`src/rtl/pipeline_ctrl_if.sv`:
```
// Control bundle between the pipeline stall/flush sequencer and the datapath.
// master drives the hazard/branch/memory/halt events; slave returns stage controls.
interface pipeline_ctrl_if;
  logic       hazard;
  logic       branch_taken;
  logic       mem_req;
  logic       mem_ack;
  logic       halt_req;
  logic       resume;
  logic       pc_en;
  logic       pc_sel;
  logic       if_id_en;
  logic       id_ex_en;
  logic       ex_m_en;
  logic       m_wb_en;
  logic       if_id_flush;
  logic       id_ex_flush;
  logic       halted;
  logic       mem_timeout_err;
  logic [7:0] stall_cnt;

  modport master (
    output hazard, branch_taken, mem_req, mem_ack, halt_req, resume,
    input  pc_en, pc_sel, if_id_en, id_ex_en, ex_m_en, m_wb_en,
           if_id_flush, id_ex_flush, halted, mem_timeout_err, stall_cnt
  );

  modport slave (
    input  hazard, branch_taken, mem_req, mem_ack, halt_req, resume,
    output pc_en, pc_sel, if_id_en, id_ex_en, ex_m_en, m_wb_en,
           if_id_flush, id_ex_flush, halted, mem_timeout_err, stall_cnt
  );
endinterface

```
`src/rtl/pipeline_ctrl.sv`:
```
// Stall/flush sequencer for the 5-stage pipeline: stage enables, bubbles,
// PC select, halt/drain sequence, data-memory watchdog and stall counter.
//
// state    | meaning
// RUN      | normal issue; hazard, branch and halt resolved combinationally
// MEM_WAIT | whole pipeline frozen on an outstanding data-RAM access
// DRAIN    | front end stalled while EX/M/WB empty out before halting
// HALTED   | core stopped until resume
// ERR      | memory watchdog tripped; only reset leaves
module pipeline_ctrl #(
  parameter int MEM_TIMEOUT  = 15,
  parameter int CNT_W        = 4,
  parameter int DRAIN_CYCLES = 3
) (
  input logic            clk,
  input logic            rst_n,
  pipeline_ctrl_if.slave bus
);
  localparam int DRAIN_W = $clog2(DRAIN_CYCLES + 1);
  localparam logic [CNT_W-1:0]   WAIT_LAST  = CNT_W'(MEM_TIMEOUT - 1);
  localparam logic [DRAIN_W-1:0] DRAIN_LAST = DRAIN_W'(DRAIN_CYCLES - 1);

  typedef enum logic [2:0] {RUN, MEM_WAIT, DRAIN, HALTED, ERR} state_t;

  state_t             state, state_nxt, saved, saved_nxt, eff;
  logic [CNT_W-1:0]   wait_cnt, wait_cnt_nxt;
  logic [DRAIN_W-1:0] drain_cnt, drain_cnt_nxt;
  logic [7:0]         stall_q;
  logic               mem_stall;

  assign mem_stall = bus.mem_req & ~bus.mem_ack;
  // On the ack cycle the saved state's outputs apply, so a frozen branch is honoured.
  assign eff = (state == MEM_WAIT && bus.mem_ack) ? saved : state;
  assign bus.stall_cnt = stall_q;

  always_ff @(posedge clk or negedge rst_n) begin
    if (!rst_n) begin
      state     <= RUN;
      saved     <= RUN;
      wait_cnt  <= '0;
      drain_cnt <= '0;
      stall_q   <= '0;
    end else begin
      state     <= state_nxt;
      saved     <= saved_nxt;
      wait_cnt  <= wait_cnt_nxt;
      drain_cnt <= drain_cnt_nxt;
      if (!bus.pc_en && state != HALTED && state != ERR && stall_q != 8'hFF)
        stall_q <= stall_q + 8'd1;
    end
  end

  always_comb begin
    state_nxt     = state;
    saved_nxt     = saved;
    wait_cnt_nxt  = wait_cnt;
    drain_cnt_nxt = drain_cnt;
    case (state)
      RUN: begin
        if (mem_stall) begin
          saved_nxt    = RUN;
          state_nxt    = MEM_WAIT;
          wait_cnt_nxt = CNT_W'(1);
        end else if (!bus.branch_taken && !bus.hazard && bus.halt_req) begin
          state_nxt     = DRAIN;
          drain_cnt_nxt = DRAIN_W'(1);
        end
      end
      MEM_WAIT: begin
        if (bus.mem_ack) begin
          state_nxt = saved;
        end else begin
          wait_cnt_nxt = wait_cnt + CNT_W'(1);
          if (wait_cnt >= WAIT_LAST) state_nxt = ERR;
        end
      end
      DRAIN: begin
        if (mem_stall) begin
          saved_nxt    = DRAIN;
          state_nxt    = MEM_WAIT;
          wait_cnt_nxt = CNT_W'(1);
        end else if (drain_cnt >= DRAIN_LAST) begin
          state_nxt = HALTED;
        end else begin
          drain_cnt_nxt = drain_cnt + DRAIN_W'(1);
        end
      end
      HALTED: if (bus.resume) state_nxt = RUN;
      ERR: state_nxt = ERR;
      default: state_nxt = RUN;
    endcase
  end

  always_comb begin
    bus.pc_en           = 1'b0;
    bus.pc_sel          = 1'b0;
    bus.if_id_en        = 1'b0;
    bus.id_ex_en        = 1'b0;
    bus.ex_m_en         = 1'b0;
    bus.m_wb_en         = 1'b0;
    bus.if_id_flush     = 1'b0;
    bus.id_ex_flush     = 1'b0;
    bus.halted          = 1'b0;
    bus.mem_timeout_err = 1'b0;
    case (eff)
      RUN: begin
        if (!mem_stall) begin
          bus.id_ex_en = 1'b1;
          bus.ex_m_en  = 1'b1;
          bus.m_wb_en  = 1'b1;
          if (bus.branch_taken) begin
            bus.pc_en       = 1'b1;
            bus.pc_sel      = 1'b1;
            bus.if_id_en    = 1'b1;
            bus.if_id_flush = 1'b1;
            bus.id_ex_flush = 1'b1;
          end else if (bus.hazard || bus.halt_req) begin
            bus.id_ex_flush = 1'b1;
          end else begin
            bus.pc_en    = 1'b1;
            bus.if_id_en = 1'b1;
          end
        end
      end
      DRAIN: begin
        if (!mem_stall) begin
          bus.id_ex_en    = 1'b1;
          bus.ex_m_en     = 1'b1;
          bus.m_wb_en     = 1'b1;
          bus.id_ex_flush = 1'b1;
        end
      end
      HALTED:  bus.halted = 1'b1;
      ERR:     bus.mem_timeout_err = 1'b1;
      default: bus.halted = 1'b0;
    endcase
    if (!rst_n) begin
      bus.pc_en           = 1'b0;
      bus.pc_sel          = 1'b0;
      bus.if_id_en        = 1'b0;
      bus.id_ex_en        = 1'b0;
      bus.ex_m_en         = 1'b0;
      bus.m_wb_en         = 1'b0;
      bus.if_id_flush     = 1'b0;
      bus.id_ex_flush     = 1'b0;
      bus.halted          = 1'b0;
      bus.mem_timeout_err = 1'b0;
    end
  end
endmodule

```
`src/flat_wrapper.sv`:
```
// flat-port wrapper written by rule: the top's interface ports become plain ports
module pipeline_ctrl_flat 
#(
  parameter int MEM_TIMEOUT  = 15,
  parameter int CNT_W        = 4,
  parameter int DRAIN_CYCLES = 3
)
  (clk, rst_n, bus_hazard, bus_branch_taken, bus_mem_req, bus_mem_ack, bus_halt_req, bus_resume, bus_pc_en, bus_pc_sel, bus_if_id_en, bus_id_ex_en, bus_ex_m_en, bus_m_wb_en, bus_if_id_flush, bus_id_ex_flush, bus_halted, bus_mem_timeout_err, bus_stall_cnt);
  pipeline_ctrl_if bus_i ();
  input logic clk;
  input logic rst_n;
  input wire logic [$bits(bus_i.hazard)-1:0] bus_hazard;
  input wire logic [$bits(bus_i.branch_taken)-1:0] bus_branch_taken;
  input wire logic [$bits(bus_i.mem_req)-1:0] bus_mem_req;
  input wire logic [$bits(bus_i.mem_ack)-1:0] bus_mem_ack;
  input wire logic [$bits(bus_i.halt_req)-1:0] bus_halt_req;
  input wire logic [$bits(bus_i.resume)-1:0] bus_resume;
  output wire logic [$bits(bus_i.pc_en)-1:0] bus_pc_en;
  output wire logic [$bits(bus_i.pc_sel)-1:0] bus_pc_sel;
  output wire logic [$bits(bus_i.if_id_en)-1:0] bus_if_id_en;
  output wire logic [$bits(bus_i.id_ex_en)-1:0] bus_id_ex_en;
  output wire logic [$bits(bus_i.ex_m_en)-1:0] bus_ex_m_en;
  output wire logic [$bits(bus_i.m_wb_en)-1:0] bus_m_wb_en;
  output wire logic [$bits(bus_i.if_id_flush)-1:0] bus_if_id_flush;
  output wire logic [$bits(bus_i.id_ex_flush)-1:0] bus_id_ex_flush;
  output wire logic [$bits(bus_i.halted)-1:0] bus_halted;
  output wire logic [$bits(bus_i.mem_timeout_err)-1:0] bus_mem_timeout_err;
  output wire logic [$bits(bus_i.stall_cnt)-1:0] bus_stall_cnt;
  assign bus_i.hazard = bus_hazard;
  assign bus_i.branch_taken = bus_branch_taken;
  assign bus_i.mem_req = bus_mem_req;
  assign bus_i.mem_ack = bus_mem_ack;
  assign bus_i.halt_req = bus_halt_req;
  assign bus_i.resume = bus_resume;
  assign bus_pc_en = bus_i.pc_en;
  assign bus_pc_sel = bus_i.pc_sel;
  assign bus_if_id_en = bus_i.if_id_en;
  assign bus_id_ex_en = bus_i.id_ex_en;
  assign bus_ex_m_en = bus_i.ex_m_en;
  assign bus_m_wb_en = bus_i.m_wb_en;
  assign bus_if_id_flush = bus_i.if_id_flush;
  assign bus_id_ex_flush = bus_i.id_ex_flush;
  assign bus_halted = bus_i.halted;
  assign bus_mem_timeout_err = bus_i.mem_timeout_err;
  assign bus_stall_cnt = bus_i.stall_cnt;
  pipeline_ctrl #(.MEM_TIMEOUT(MEM_TIMEOUT), .CNT_W(CNT_W), .DRAIN_CYCLES(DRAIN_CYCLES)) u_core (.clk(clk), .rst_n(rst_n), .bus(bus_i));
endmodule
```
`config.mk`:
```
export PLATFORM = sky130hd
export DESIGN_NAME = pipeline_ctrl_flat
export DESIGN_NICKNAME = d
export VERILOG_FILES = /design/src/rtl/pipeline_ctrl_if.sv /design/src/rtl/pipeline_ctrl.sv /design/src/flat_wrapper.sv
export SDC_FILE = /design/constraint.sdc
export NUM_CORES = 1
export LEC_CHECK = 0
export CAP_MARGIN = 20
export CORE_AREA = 2 2 62 49
export DETAILED_ROUTE_END_ITERATION = 8
export DIE_AREA = 0 0 64 51
export GPL_ROUTABILITY_DRIVEN = 0
export PLACE_DENSITY_LB_ADDON = 0.15
export SYNTH_ARGS = -nofsm -noshare
export SYNTH_HDL_FRONTEND = slang
export SYNTH_SLANG_ARGS = --single-unit
export TNS_END_PERCENT = 1
```
`constraint.sdc`:
```
create_clock -name clk -period 1.75 [get_ports clk]
set_clock_uncertainty 0.1 [all_clocks]
set_input_delay 0.175 -clock clk [delete_from_list [all_inputs] [get_ports clk]]
set_output_delay 0.175 -clock clk [all_outputs]
set_load 0.01 [all_outputs]
```
# --- Word level (Yosys, flattened, before mapping) ---
# Index checks and enable logic that the tools add are counted.
classes:
  addsub: 3
  order_cmp: 2
  eq_ne: 22
  muxes: 41
  n_bitwise: 2
  n_reduce_logical: 20
op_table:
  columns: ["operator", "count"]
  rows:
  - ["$mux W3", 10]
  - ["$mux W1", 20]
  - ["$pmux W3 S5", 1]
  - ["$eq A3 B2 Y1 const B", 4]
  - ["$ne A2 B2 Y1 const B", 5]
  - ["$add A8 B1 Y8 const B", 1]
  - ["$mux W2", 4]
  - ["$mux W4", 2]
  - ["$ne A2 B1 Y1 const B", 4]
  - ["$ne A8 B8 Y1 const B", 1]
  - ["$pmux W4 S2", 1]
  - ["$eq A3 B3 Y1 const B", 2]
  - ["$logic_and A1 B1 Y1", 6]
  - ["$logic_not A3 Y1", 2]
  - ["$ne A3 B1 Y1 const B", 2]
  - ["$ne A3 B3 Y1 const B", 2]
  - ["$pmux W3 S2", 1]
  - ["$reduce_and A3 Y1", 2]
  - ["$reduce_and A5 Y1", 1]
  - ["$add A4 B1 Y4 const B", 1]
  - ["$ge A4 B4 Y1 const B", 1]
  - ["$pmux W2 S2", 1]
  - ["$reduce_and A4 Y1", 1]
  - ["$reduce_bool A2 Y1", 2]
  - ["other kinds (10)", 13]
word_totals:
  register_bits: 20
  input_bits: 8
  out_inout_bits: 18
  elab_cells: 95

# --- Longest topological paths before layout ---
depth:
  word_depth: 10
  ltp_mapped: 6
  mapped_depth_nobuf: 6

# --- Least setup slack after synthesis ---
# OpenSTA, ideal clock, no wires.
synth_timing:
  path_kind: "register -> register"
  startpoint: "register u_core.stall_q[0], in the netlist u_core.bus.stall_cnt[0]"
  endpoint: "register u_core.stall_q[1], in the netlist u_core.bus.stall_cnt[1]"
  t_arrival_ps: 1557
  setup_slack_ps: -32
  path_stages_with_launch: 6
  period_less_slack_ps: 1782
  cell_sequence: "dfrtp_1 ha_1 nand3_1 o211ai_1 a21oi_1 mux2_2"
synth_between:
  elab_chain_len: 2
  elab_cells_between_ends: 3
  cone_classes: "add/sub (1); eq/ne (1); reduce/logical (1)"
synth_rtl:
  columns: ["element", "line", "text"]
  rows:
  - ["from (decl)", "pipeline_ctrl.sv:28", "logic [7:0] stall_q;"]
  - ["from (signal assigned)", "pipeline_ctrl.sv:49", "stall_q <= stall_q + 8'd1;"]
  - ["parallel branches: the longest is 2 deep, another holds $add A8 B1 Y8", null, null]
# Parallel ways; which one is timed is not known.
# A chain may end at the register's enable or synchronous reset.

# --- Worst setup path in the final report ---
layout_timing:
  startpoint: "register u_core.state[0]"
  endpoint: "register u_core.stall_q[1], in the netlist u_core.bus.stall_cnt[1]"
layout_between:
  elab_chain_len: 10
  elab_cells_between_ends: 12
  cone_classes: "eq/ne (3); mux (3); reduce/logical (6)"
layout_rtl:
  columns: ["element", "line", "text"]
  rows:
  - ["from (decl)", "pipeline_ctrl.sv:25", "state_t state, state_nxt, saved, saved_nxt, eff;"]
  - ["from (signal assigned)", "pipeline_ctrl.sv:44", "state <= state_nxt;"]
  - ["$eq A3 B1 Y1", "pipeline_ctrl.sv:33", "assign eff = (state == MEM_WAIT && bus.mem_ack) ? saved : state;"]
  - ["$logic_and A1 B1 Y1", "pipeline_ctrl.sv:33", null]
  - ["$mux W3", "pipeline_ctrl.sv:33", null]
  - ["$logic_not A3 Y1", "pipeline_ctrl.sv:105", "case (eff)"]
  - ["$mux W1", "pipeline_ctrl.sv:105", null]
  - ["$mux W1", "pipeline_ctrl.sv:137", "if (!rst_n) begin"]
  - ["$logic_not A1 Y1", "pipeline_ctrl.sv:48", "if (!bus.pc_en && state != HALTED && state != ERR && stall_q != 8'hFF)"]
  - ["$logic_and A1 B1 Y1", "pipeline_ctrl.sv:48", null]
  - ["$logic_and A1 B1 Y1 * (2 in series)", "pipeline_ctrl.sv:48", null]
# Mark *: on every way between the ends. The rest lies on a longest branch, timed or not.

==> summary.md <==
| Metric | Value |
|---|---|
| CORE AREA | 2740 um2 |
| Die area | roughly 3300 um2 |
| Register Area | ~450 um2 |
| # nets final | 191 |
| Iteration-0 DRC count of the detailed router | 72 |
| Mapped cell area | between 1000 and 1500 um2 |
| Clk Latency, worst-skew pair | approximately 0.31 ns |
| Min-Delay Path Class | in2async |
| Sw Share | between 40% and 50% |
| Post-synthesis sequential area ratio | between 30% and 40% |
| Final core utilization | between 50% and 60% |
| Layout cells sized above 1 | 33.7% |
| R2r endpoint | u_core.bus.stall_cnt[1]$_DFFE_PN0P_ |
| Worst vdd ir | 0.777 mV |
| Measured slew at the worst slew-check pin | around 0.37 ns |
| FP Rows | 17 |
| Slew Viols, Final | 0 |
| Mapped Avg Cell Area | 8.92 um2 |
| Hpwl dp | approximately 2.1 mm |
| Combinational share of power | 58.9% |
| First-pass GRT wire length | about 4.8 mm |
| Routed length per instance | between 10 and 15 um |
| PnR Total Power | between 2 and 3 mW |
| Status | finished, violations left |
| Most used DFF post-synth | dfrtp_1 |
| IO buf count | 25 |
| Clock power share | around 10% |
| CTS Root Cell | clkbuf_4 |
| RR Startpoint | u_core.state[0]$_DFFE_PN0P_ |
| DP Area | approximately 1600 um2 |
| Worst setup path start | u_core.state[0]$_DFFE_PN0P_ |
| Final hold vios | 0 |
| Setup WS post-layout | -0.0671 ns |
| Int Power | between 1.5 and 2 mW |
| Area of the multi-input gates | around 660 um2 |
| Maximum clock path buffer count | 2 |
| Arr. time, crit path | 1.90 ns |
| Synth Net Count | 139 |
| RSZ-0062 raised after global routing | yes |
| DRC | 0 |
| EDFF count, synth | 0 |
| Initial core utilization | 41.3% |
| Power per cell area | between 1500 and 2000 nW/um2 |
| Worst Path Max Fanout | 7 |
| Synthesis-to-finish area growth | 44.8% |
| Worst slew margin | between 70% and 80% |
| Yosys warns | 0 |
| Drt first pass iters | 4 |
| Number of global-route vias before repair | between 1000 and 1500 |
| I/O pin total | 26 |
| Period utilisation layout | 104% |
| H-tree depth | 1 |
| Final setup vio count | 3 |
| Routed WL | 2.79 mm |
| CP Capture Type | flip-flop |
| Total grt overflow | 0 |
| Finished layout cell area | roughly 1600 um2 |
| Flop pwr share | between 30% and 40% |
| Async SR Flop Fraction | 100% |
| Worst reg2reg path depth | 5 |
| Maximum clock rate | ~0.55 GHz |
| Inst Count DP | 210 |
| Worst-path clk slew | 0.12 ns |
| TritonCTS Buffers | 3 |
| P_sw | approximately 1.0 mW |
| TritonCTS clock tree | done |
| Startpoint Class | flip-flop |
| Initial antenna violation count | 0 |
| Worst setup endpoint | u_core.bus.stall_cnt[1]$_DFFE_PN0P_ |
| Yosys cell types | 40 |
| Remaining antenna violation count | 0 |
| R2R setup slack | -0.07 ns |
| CP required | 1.84 ns |
| # fillers | 242 |
| Clock sink count | 18 |
| Max cap viols | 0 |
| Cells after synthesis | 127 |
| Kind of critical path | reg2reg |
| DR vias/cell | 5.18 |
| Vias post-DR | ~1100 |
| Final min period | 1.82 ns |
| Failing checks | setup timing |
| Largest net degree at the start of global routing | 11 |
| Die Ht | 51 um |
| Final instance count without filler cells | 216 |
| Synthesis-stage register bit count | 18 |
| GRT Util Overall | 19.0% |
| Static Leakage | approximately 0.74 nW |
| Diodes inserted | 0 |
| Chip width | approximately 64 um |
| Hold Buf Count CTS | 0 |
## per-stage QoR
stage                     hold WS (ns)  TNS (ns)  worst slack, ns
after CTS                       0.0505    -0.184          -0.0856
after global placement           0.394     -3.71           -0.307
after global routing            0.0395    -0.334          -0.0904
after detailed placement         0.386     -4.30           -0.362
after floorplan                 -0.221         0           0.0184
final                           0.0429    -0.105          -0.0671
## final cells by class
type                    count  share of cell area (%)
multi-input cells          97                    40.1
flip-flops and latches     18                    27.6
repair buffers             54                    26.0
well taps                  38                    2.90
clock buffers               4                    2.21
inverters                   5                    1.15
## cell usage after synthesis (4+ instances only)
library cell | count | area [um2]
nor2_1 | 12 | 45.0
nand4_1 | 5 | 31.3
a21oi_1 | 9 | 45.0
dfrtp_1 | 18 | 450
ha_1 | 4 | 50.1
nor2b_1 | 5 | 31.3
o21ai_0 | 10 | 50.1
xnor2_1 | 4 | 35.0
inv_1 | 5 | 18.8
nand2_1 | 10 | 37.5
buf_4 | 4 | 30.0
nand3_1 | 5 | 25.0
## power groups by stage
stage | registers, mW | logic [mW] | clock network (mW)
after floorplan | 0.847 | 0.731 | 0
after global placement | 0.807 | 1.46 | 0
after detailed placement | 0.818 | 1.49 | 0
after CTS | 0.796 | 1.52 | 0.275
after global routing | 0.832 | 1.71 | 0.298
final | 0.805 | 1.54 | 0.268
## placed cells by master, fill, tap and decap left out, types with 2 or more instances in the layout
master and count:
buf_4 27, dfrtp_1 16, clkdlybuf4s50_1 13, nor2_1 10, nand2_1 10, o21ai_0 9
a21oi_1 8, clkbuf_2 8, nand3_1 5, nand4_1 5, inv_1 4, nor2b_1 4
xnor2_1 4, ha_1 4, clkbuf_4 3, dlygate4sd2_1 3, nand2b_1 2, nor3b_1 2
and3_1 2, nor2_2 2, and4_1 2, nor3_1 2, o211ai_1 2, buf_6 2
dfrtp_2 2
## timing repair
item | 4_1_cts | 5_1_grt
setup buffers | 2 | 0
resized for setup | 23 | 23
pin swaps | 1 | 5
endpoints found under the setup margin | 13 | 21
endpoints found under the hold margin | 0 | 0
gates cloned | 0 | 0
## flip-flops by register name (all words and copies together) (netlist names)
register and flops:
u_core.saved 1, u_core.wait_cnt 4, u_core.bus.stall_cnt 8, u_core.state 3, u_core.drain_cnt 2
## how the worst min path moves through the flow
stage	cells past startpoint	endpoint	start	slack (ns)
after floorplan	0	u_core.bus.stall_cnt[0]$_DFFE_PN0P_	rst_n	-0.22
after global placement	2	u_core.bus.stall_cnt[5]$_DFFE_PN0P_	rst_n	0.39
after detailed placement	2	u_core.bus.stall_cnt[5]$_DFFE_PN0P_	rst_n	0.39
after CTS	2	u_core.bus.stall_cnt[5]$_DFFE_PN0P_	rst_n	0.05
after global routing	2	u_core.bus.stall_cnt[5]$_DFFE_PN0P_	rst_n	0.04
final	2	u_core.bus.stall_cnt[5]$_DFFE_PN0P_	rst_n	0.04
## worst max-delay path, stage by stage (launching register included)
cell and delay, ns:
dfrtp_2 0.49, buf_6 0.16, or3b_4 0.37, o211ai_1 0.14, a21oi_2 0.12, mux2_4 0.31
## per-layer routing
| metal | part of all wire (%) | track usage (%) | wire [um] |
|---|---|---|---|
| met1 | 51 | 26.5 | 1420 |
| met2 | 43 | 29.3 | 1200 |
| met3 | 5.6 | 5.73 | 156 |
| met4 | 0.50 | 3.26 | 14 |
| met5 | 0 | 0 | 0 |
## kinds of logic (layout without fill, tap and decap cells)
family                     Yosys count  after routing  synth area share, %
DFF                                 18             18                 39.8
muxes                                1              1                0.994
buffers and inverters               12             63                 5.41
AOI/OAI and AO/OA                   30             30                 16.2
xor gates and xnor gates             6              6                 5.30
and+or+nand+nor                     56             56                 27.8
adders and majority gates            4              4                 4.42
No activity file was read; power rests on OpenSTA's default activity.
